<file path="src/rtl/ibex_dummy_instr_gen.sv">
// Dummy-instruction generator for control-flow obfuscation.
// Counts real fetches accepted by ID and, once the count reaches a threshold (fixed or drawn
// from an internal Galois LFSR), substitutes a fake R-type ALU/MD op writing x0. A trigger can
// be followed by a burst of extra back-to-back dummies.
//
// Ports:
//   clk_i, rst_i            clock, synchronous active-high reset
//   en_i                    dummy insertion enable
//   fixed_mode_i            1: threshold = fixed_interval_i, 0: LFSR count field & interval_mask_i
//   interval_mask_i         AND-mask on the LFSR count field
//   fixed_interval_i        threshold in fixed mode
//   burst_len_i             extra back-to-back dummies per trigger
//   type_mask_i             per-type enable, bit index = type code (disabled types emit ADD)
//   seed_en_i, seed_i       seed strobe, value XORed into the LFSR state
//   fetch_valid_i           IF holds a real instruction
//   id_in_ready_i           ID accepts this cycle
//   insert_dummy_instr_o    select dummy in place of the fetched instruction
//   dummy_instr_data_o      dummy instruction word (combinational from the LFSR)
//   inserted_cnt_o          accepted dummies, saturating
module ibex_dummy_instr_gen #(
   parameter int unsigned             CNT_W     = 5,
   parameter int unsigned             LFSR_W    = 32,
   parameter logic [LFSR_W-1:0]       LFSR_SEED = 32'hACE1_2468,
   parameter logic [LFSR_W-1:0]       LFSR_TAPS = 32'h8020_0003,
   parameter int unsigned             BURST_W   = 2
) (
   input  logic               clk_i,
   input  logic               rst_i,
   input  logic               en_i,
   input  logic               fixed_mode_i,
   input  logic [CNT_W-1:0]   interval_mask_i,
   input  logic [CNT_W-1:0]   fixed_interval_i,
   input  logic [BURST_W-1:0] burst_len_i,
   input  logic [7:0]         type_mask_i,
   input  logic               seed_en_i,
   input  logic [LFSR_W-1:0]  seed_i,
   input  logic               fetch_valid_i,
   input  logic               id_in_ready_i,
   output logic               insert_dummy_instr_o,
   output logic [31:0]        dummy_instr_data_o,
   output logic [15:0]        inserted_cnt_o
);

   localparam int unsigned OpALsb = CNT_W;
   localparam int unsigned OpBLsb = CNT_W + 5;
   localparam int unsigned TypeLsb = CNT_W + 10;

   typedef enum logic {StCount, StBurst} state_e;

   state_e             state_q, state_d;
   logic [LFSR_W-1:0]  lfsr_q, lfsr_d;
   logic [CNT_W-1:0]   cnt_q, cnt_d;
   logic [BURST_W-1:0] burst_q, burst_d;
   logic [15:0]        ins_cnt_q, ins_cnt_d;

   logic [CNT_W-1:0]  thr;
   logic              insert;
   logic              accept;
   logic [LFSR_W-1:0] lfsr_step;
   logic [LFSR_W-1:0] lfsr_seeded;
   logic [2:0]        lfsr_type;
   logic [2:0]        type_eff;
   logic [6:0]        funct7;
   logic [2:0]        funct3;

   assign thr = fixed_mode_i ? fixed_interval_i : (lfsr_q[CNT_W-1:0] & interval_mask_i);

   // >= so that a lowered threshold fires at once instead of waiting for the counter to wrap.
   assign insert = en_i & ((state_q == StBurst) | (cnt_q >= thr));
   assign accept = insert & id_in_ready_i;

   assign lfsr_step   = {1'b0, lfsr_q[LFSR_W-1:1]} ^ (lfsr_q[0] ? LFSR_TAPS : '0);
   assign lfsr_seeded = lfsr_q ^ seed_i;

   always_comb begin
      state_d   = state_q;
      lfsr_d    = lfsr_q;
      cnt_d     = cnt_q;
      burst_d   = burst_q;
      ins_cnt_d = ins_cnt_q;

      // Seed write wins over a same-cycle step; an all-zero result would lock the LFSR up.
      if (seed_en_i) begin
         lfsr_d = (lfsr_seeded == '0) ? LFSR_SEED : lfsr_seeded;
      end else if (accept) begin
         lfsr_d = lfsr_step;
      end

      if (accept && (ins_cnt_q != 16'hFFFF)) begin
         ins_cnt_d = ins_cnt_q + 16'd1;
      end

      unique case (state_q)
         StCount: begin
            if (accept) begin
               cnt_d = '0;
               if (burst_len_i != '0) begin
                  burst_d = burst_len_i;
                  state_d = StBurst;
               end
            end else if (en_i && fetch_valid_i && id_in_ready_i) begin
               cnt_d = cnt_q + CNT_W'(1);
            end
         end
         StBurst: begin
            if (!en_i) begin
               state_d = StCount;
               cnt_d   = '0;
               burst_d = '0;
            end else if (accept) begin
               burst_d = burst_q - BURST_W'(1);
               if (burst_q == BURST_W'(1)) begin
                  state_d = StCount;
               end
            end
         end
         default: state_d = StCount;
      endcase
   end

   always_ff @(posedge clk_i) begin
      if (rst_i) begin
         state_q   <= StCount;
         lfsr_q    <= LFSR_SEED;
         cnt_q     <= '0;
         burst_q   <= '0;
         ins_cnt_q <= '0;
      end else begin
         state_q   <= state_d;
         lfsr_q    <= lfsr_d;
         cnt_q     <= cnt_d;
         burst_q   <= burst_d;
         ins_cnt_q <= ins_cnt_d;
      end
   end

   assign lfsr_type = lfsr_q[TypeLsb +: 3];
   assign type_eff  = type_mask_i[lfsr_type] ? lfsr_type : 3'd0;

   always_comb begin
      funct7 = 7'h00;
      funct3 = 3'd0;
      case (type_eff)
         3'd0: begin funct7 = 7'h00; funct3 = 3'd0; end  // ADD
         3'd1: begin funct7 = 7'h20; funct3 = 3'd0; end  // SUB
         3'd2: begin funct7 = 7'h01; funct3 = 3'd0; end  // MUL
         3'd3: begin funct7 = 7'h01; funct3 = 3'd1; end  // MULH
         3'd4: begin funct7 = 7'h01; funct3 = 3'd4; end  // DIV
         3'd5: begin funct7 = 7'h01; funct3 = 3'd6; end  // REM
         3'd6: begin funct7 = 7'h00; funct3 = 3'd7; end  // AND
         default: begin funct7 = 7'h00; funct3 = 3'd4; end  // XOR
      endcase
   end

   // rd = x0 keeps the dummy architecturally invisible.
   assign dummy_instr_data_o   = {funct7, lfsr_q[OpBLsb +: 5], lfsr_q[OpALsb +: 5], funct3,
                                  5'h00, 7'h33};
   assign insert_dummy_instr_o = insert;
   assign inserted_cnt_o       = ins_cnt_q;

endmodule

</file>
<file path="config.mk">
export PLATFORM = sky130hd
export DESIGN_NAME = ibex_dummy_instr_gen
export DESIGN_NICKNAME = d
export VERILOG_FILES = /design/src/rtl/ibex_dummy_instr_gen.sv
export SDC_FILE = /design/constraint.sdc
export NUM_CORES = 1
export LEC_CHECK = 0
export BUFFER_PORTS_ARGS = -buffer_cell sky130_fd_sc_hd__buf_2
export CAP_MARGIN = 40
export CORE_MARGIN = 8
export CORE_UTILIZATION = 40
export DETAILED_ROUTE_END_ITERATION = 6
export PLACE_DENSITY = 0.76
export SETUP_SLACK_MARGIN = 0.4
export SLEW_MARGIN = 15
export SYNTH_ARGS = -nofsm -noshare
export SYNTH_HDL_FRONTEND = slang
export SYNTH_SLANG_ARGS = --single-unit
export TNS_END_PERCENT = 5
</file>
<file path="constraint.sdc">
create_clock -name clk_i -period 2.09 [get_ports clk_i]
set_input_delay 0.1045 -clock clk_i [delete_from_list [all_inputs] [get_ports clk_i]]
set_output_delay 0.1045 -clock clk_i [all_outputs]
set_load 0.01 [all_outputs]
</file>
==> out/qor.csv <==
stage;metric;value;unit
power;Pwr Density;525;mW/mm²
synthesis;Synth Area in XOR/XNOR;0.113;
power;leakage;0.00205;µW
floorplan;number of I/O pins;108;
timing;RSZ-0062 raised after global routing;true;
grt;antenna violations before repair;0;
timing;fmax;440;MHz
final_layout;most common cell after layout, fill and taps aside;buf_2;
placed_design;routability congestion estimate;0.827;
final_layout;layout cells sized above 1;0.319;
setup_path;R2R depth;11;
detailed_routing;WL/cell;15.9;µm
synthesis;FFs w/ async S/R, synth;0;
setup_path;CP endpoint kind;output port;
setup_path;Required @ worst endpoint;1.99;ns
detailed_routing;DRT iter0 DRCs;183;
timing;# setup viols final;54;
timing;Fin. Hold Viols;0;
worst_hold_path;worst hold path type;primary input to register;
floorplan;die width;113;µm
timing;Least-Margin Pin Slew;0.613;ns
floorplan;row count;35;
clock_network;CTS H-tree depth;2;
setup_path;Worst path max stage delay;0.37;ns
power;Sw Ratio;0.326;
synthesis;synthesized area;0.00379;mm²
setup_path;critical path arrival;2.17;ns
floorplan;die height;113;µm
synthesis;mux share of post-synthesis cell area;0.0112;
synthesis;largest family of logic cells by synthesized area;simple AND/OR/NAND/NOR gates;
clock_network;Clock Tree Root;clkbuf_8;
power;Final Power;2470;µW
detailed_routing;Detailed Routing Iterations Pass 1;5;
detailed_routing;DRC Markers;0;
setup_path;r2r startpoint;lfsr_q[4]$_SDFFE_PP0P_;
power;power share of the sequential group;0.479;
synthesis;YS warnings;0;
final_layout;ANT cells;0;
final_layout;Layout Nets;643;
placed_design;IO Port Bufs;89;
setup_path;R2R Setup Slk;-0.17;ns
setup_path;CP Class;register to output port;
worst_hold_path;Worst Hold Depth;3;
detailed_routing;final WL;11000;µm
grt;Overall Global Routing Usage;0.162;
power;P_int;1670;µW
synthesis;Post-synth EDFFs;0;
setup_path;CP max stage cell;dfxtp_2;
clock_network;clk sink count;56;
placed_design;hpwl dp;7950;µm
detailed_routing;Vias/cell;5.35;
synthesis;Synth Area in Compound Gates;0.188;
final_layout;Final Instance Area;0.00471;mm²
power;maximum vdd drop;295;µV
timing;final max-slew violation count;0;
timing;period utilization;1.09;
setup_path;Crit Path Max Fanout;4;
final_layout;most frequent cells in the layout;buf_2, dfxtp_1, nand2_1, xor2_1, nor2_1;
grt;GRT overflow;0;
detailed_routing;antenna viol nets, final;0;
run;maxcap violations;0;
setup_path;CP cell instances;nand2_2 > nor2_4 > a21oi_2 > ha_1 > a211o_1 > buf_4 > a21oi_4 > buf_6 > nor2b_1 > buf_2;
floorplan;Total Die Area;0.0128;mm²
setup_path;RR Endpoint;inserted_cnt_o[8]$_SDFFE_PP0P_;
final_layout;area delta synth->final;24.3;%
worst_hold_path;Hold Startpoint;seed_i[8];
synthesis;post-synthesis sequential area ratio;0.296;
grt;largest net degree at the start of global routing;43;
grt;global-route wire length before repair;17100;µm
timing;clk_skew;0.0116;ns
power;combinational power share;0.272;
setup_path;Startpoint Class;register;
timing;final worst slack;-0.182;ns
worst_hold_path;Hold EP;lfsr_q[8]$_SDFFE_PP0P_;
clock_network;Clock Pin Slew Worst Setup and Hold Paths;0.11;ns
synthesis;Post-Synth Adder-Cell Area;0.0264;
floorplan;Core Region;0.00920;mm²
grt;vias in the first global route;3624;
placed_design;DP Area;0.00431;mm²
timing;relative slew slack;0.591;
synthesis;Cells after Synth;483;
clock_network;total CTS buffers;5;
power;Clock Power Share;0.249;
outcome;failing checks;setup timing;
clock_network;clock latency on the worst-skew pair;0.32;ns
synthesis;Mean Syn Cell Area;7.84;µm²
clock_network;CTS max path bufs;2;
detailed_routing;via count;3678;
synthesis;Yosys reg bits;56;
final_layout;fillers;874;
outcome;outcome;finished, violations left;
synthesis;synth unique cells;49;
floorplan;Initial Utilization;0.412;
timing;min Tclk post-route;2.27;ns
synthesis;Synth Flop Type;dfxtp_1;
power;NetSw;806;µW
clock_network;TritonCTS clock tree;done;
synthesis;Synth Area in Simple Gates;0.253;
[metal layers]
metal | GRT usage | wire length, µm | vias to the layer above
met5 | 0 | 0 | -
met4 | 0.0551 | 195 | 0
met3 | 0.0293 | 527 | 16
met2 | 0.288 | 5600 | 106
met1 | 0.191 | 4640 | 1726
li1 | - | - | 1830
[kinds of logic after synthesis]
logic type      Yosys count
simple gates            179
buf+inv                  72
fa+ha+maj                 8
mux                       3
flops                    56
compound gates          114
other cells               2
xor+xnor                 49
[how the worst max path moves through the flow]
stage | from | end | cells past startpoint
4_1_cts | lfsr_q[4]$_SDFFE_PP0P_ | insert_dummy_instr_o | 10
2_1_floorplan | lfsr_q[4]$_SDFFE_PP0P_ | inserted_cnt_o[8]$_SDFFE_PP0P_ | 11
3_5_place_dp | lfsr_q[4]$_SDFFE_PP0P_ | lfsr_q[18]$_SDFFE_PP0P_ | 10
6_report | lfsr_q[4]$_SDFFE_PP0P_ | insert_dummy_instr_o | 10
5_1_grt | lfsr_q[4]$_SDFFE_PP0P_ | lfsr_q[27]$_SDFFE_PP1P_ | 12
3_3_place_gp | lfsr_q[4]$_SDFFE_PP0P_ | lfsr_q[24]$_SDFFE_PP0P_ | 10
[area by class of cell]
cell class | instances | area [µm²] | area share
Clock buffer | 6 | 72.6 | 0.0154
Multi-Input combinational cell | 373 | 2500 | 0.531
Clock inverter | 2 | 16.3 | 0.00345
Tap cell | 111 | 139 | 0.0295
Inverter | 20 | 75.1 | 0.0159
Timing Repair Buffer | 120 | 779 | 0.166
Sequential cell | 56 | 1120 | 0.239
[cell usage after synthesis (2+ instances only)]
| library cell | count | area share |
|---|---|---|
| conb_1 | 2 | 0.0020 |
| nand3b_1 | 20 | 0.040 |
| buf_4 | 27 | 0.053 |
| mux2i_1 | 2 | 0.0053 |
| buf_2 | 9 | 0.012 |
| dfxtp_1 | 56 | 0.30 |
| o21ai_1 | 18 | 0.024 |
| clkbuf_1 | 10 | 0.0099 |
| or3_1 | 4 | 0.0066 |
| nand4_1 | 10 | 0.017 |
| a31oi_1 | 22 | 0.036 |
| a211o_1 | 2 | 0.0046 |
| and3_1 | 6 | 0.0099 |
| o21ai_0 | 17 | 0.022 |
| nor4_1 | 8 | 0.013 |
| nor2_1 | 33 | 0.033 |
| a21oi_1 | 22 | 0.029 |
| ha_1 | 8 | 0.026 |
| nand3_1 | 14 | 0.018 |
| nand2b_1 | 2 | 0.0033 |
| o22ai_1 | 13 | 0.021 |
| nor2b_1 | 23 | 0.038 |
| xor2_1 | 47 | 0.11 |
| nand2_1 | 50 | 0.050 |
| inv_1 | 20 | 0.020 |
| nor4_2 | 2 | 0.0066 |
| a21oi_2 | 7 | 0.016 |
| nor3_1 | 2 | 0.0026 |
| xnor2_1 | 2 | 0.0046 |
| buf_6 | 5 | 0.015 |
| and2_1 | 2 | 0.0033 |
[through the flow]
stage	instances	TNS (ns)	setup WS [ns]	util	hold WS, ns
detailed placement	672	-3.96	-0.148	0.469	0.430
global route	688	-10.89	-0.281	0.512	0.0857
CTS	684	-6.17	-0.227	0.495	0.0830
floorplan	498	0	0.0691	-	0.269
global placement	672	-1.15	-0.0699	0.469	0.424
finish	688	-5.48	-0.182	0.512	0.0867
[power by group through the flow]
stage / Combinational (µW) / Sequential (µW) / Clock (µW)
2_1_floorplan: 415 / 1200 / 0
3_3_place_gp: 568 / 1200 / 0
3_5_place_dp: 586 / 1210 / 0
4_1_cts: 624 / 1180 / 639
5_1_grt: 732 / 1190 / 681
6_report: 672 / 1190 / 616
[what timing repair did]
action,4_1_cts,5_1_grt
gates cloned,3,2
pin swaps,55,19
setup buffers,1,2
hold buffers,0,0
gates resized for setup,28,34
endpoints found under the setup margin,60,60
[critical path, delay by kind of cell (launching register included)]
family,cells,cell delay (ns)
adders and majority gates,1,0.29
AOI/OAI and AO/OA,3,0.54
buffers and inverters,3,0.42
and+or+nand+nor,3,0.22
DFF,1,0.37
[state kept, by name, indices dropped and copies added, names as in the netlist]
signal	cells
inserted_cnt_o	16
lfsr_q	32
state_q	1
burst_q	2
cnt_q	5
Note: power is estimated with default switching activity, not from simulation.
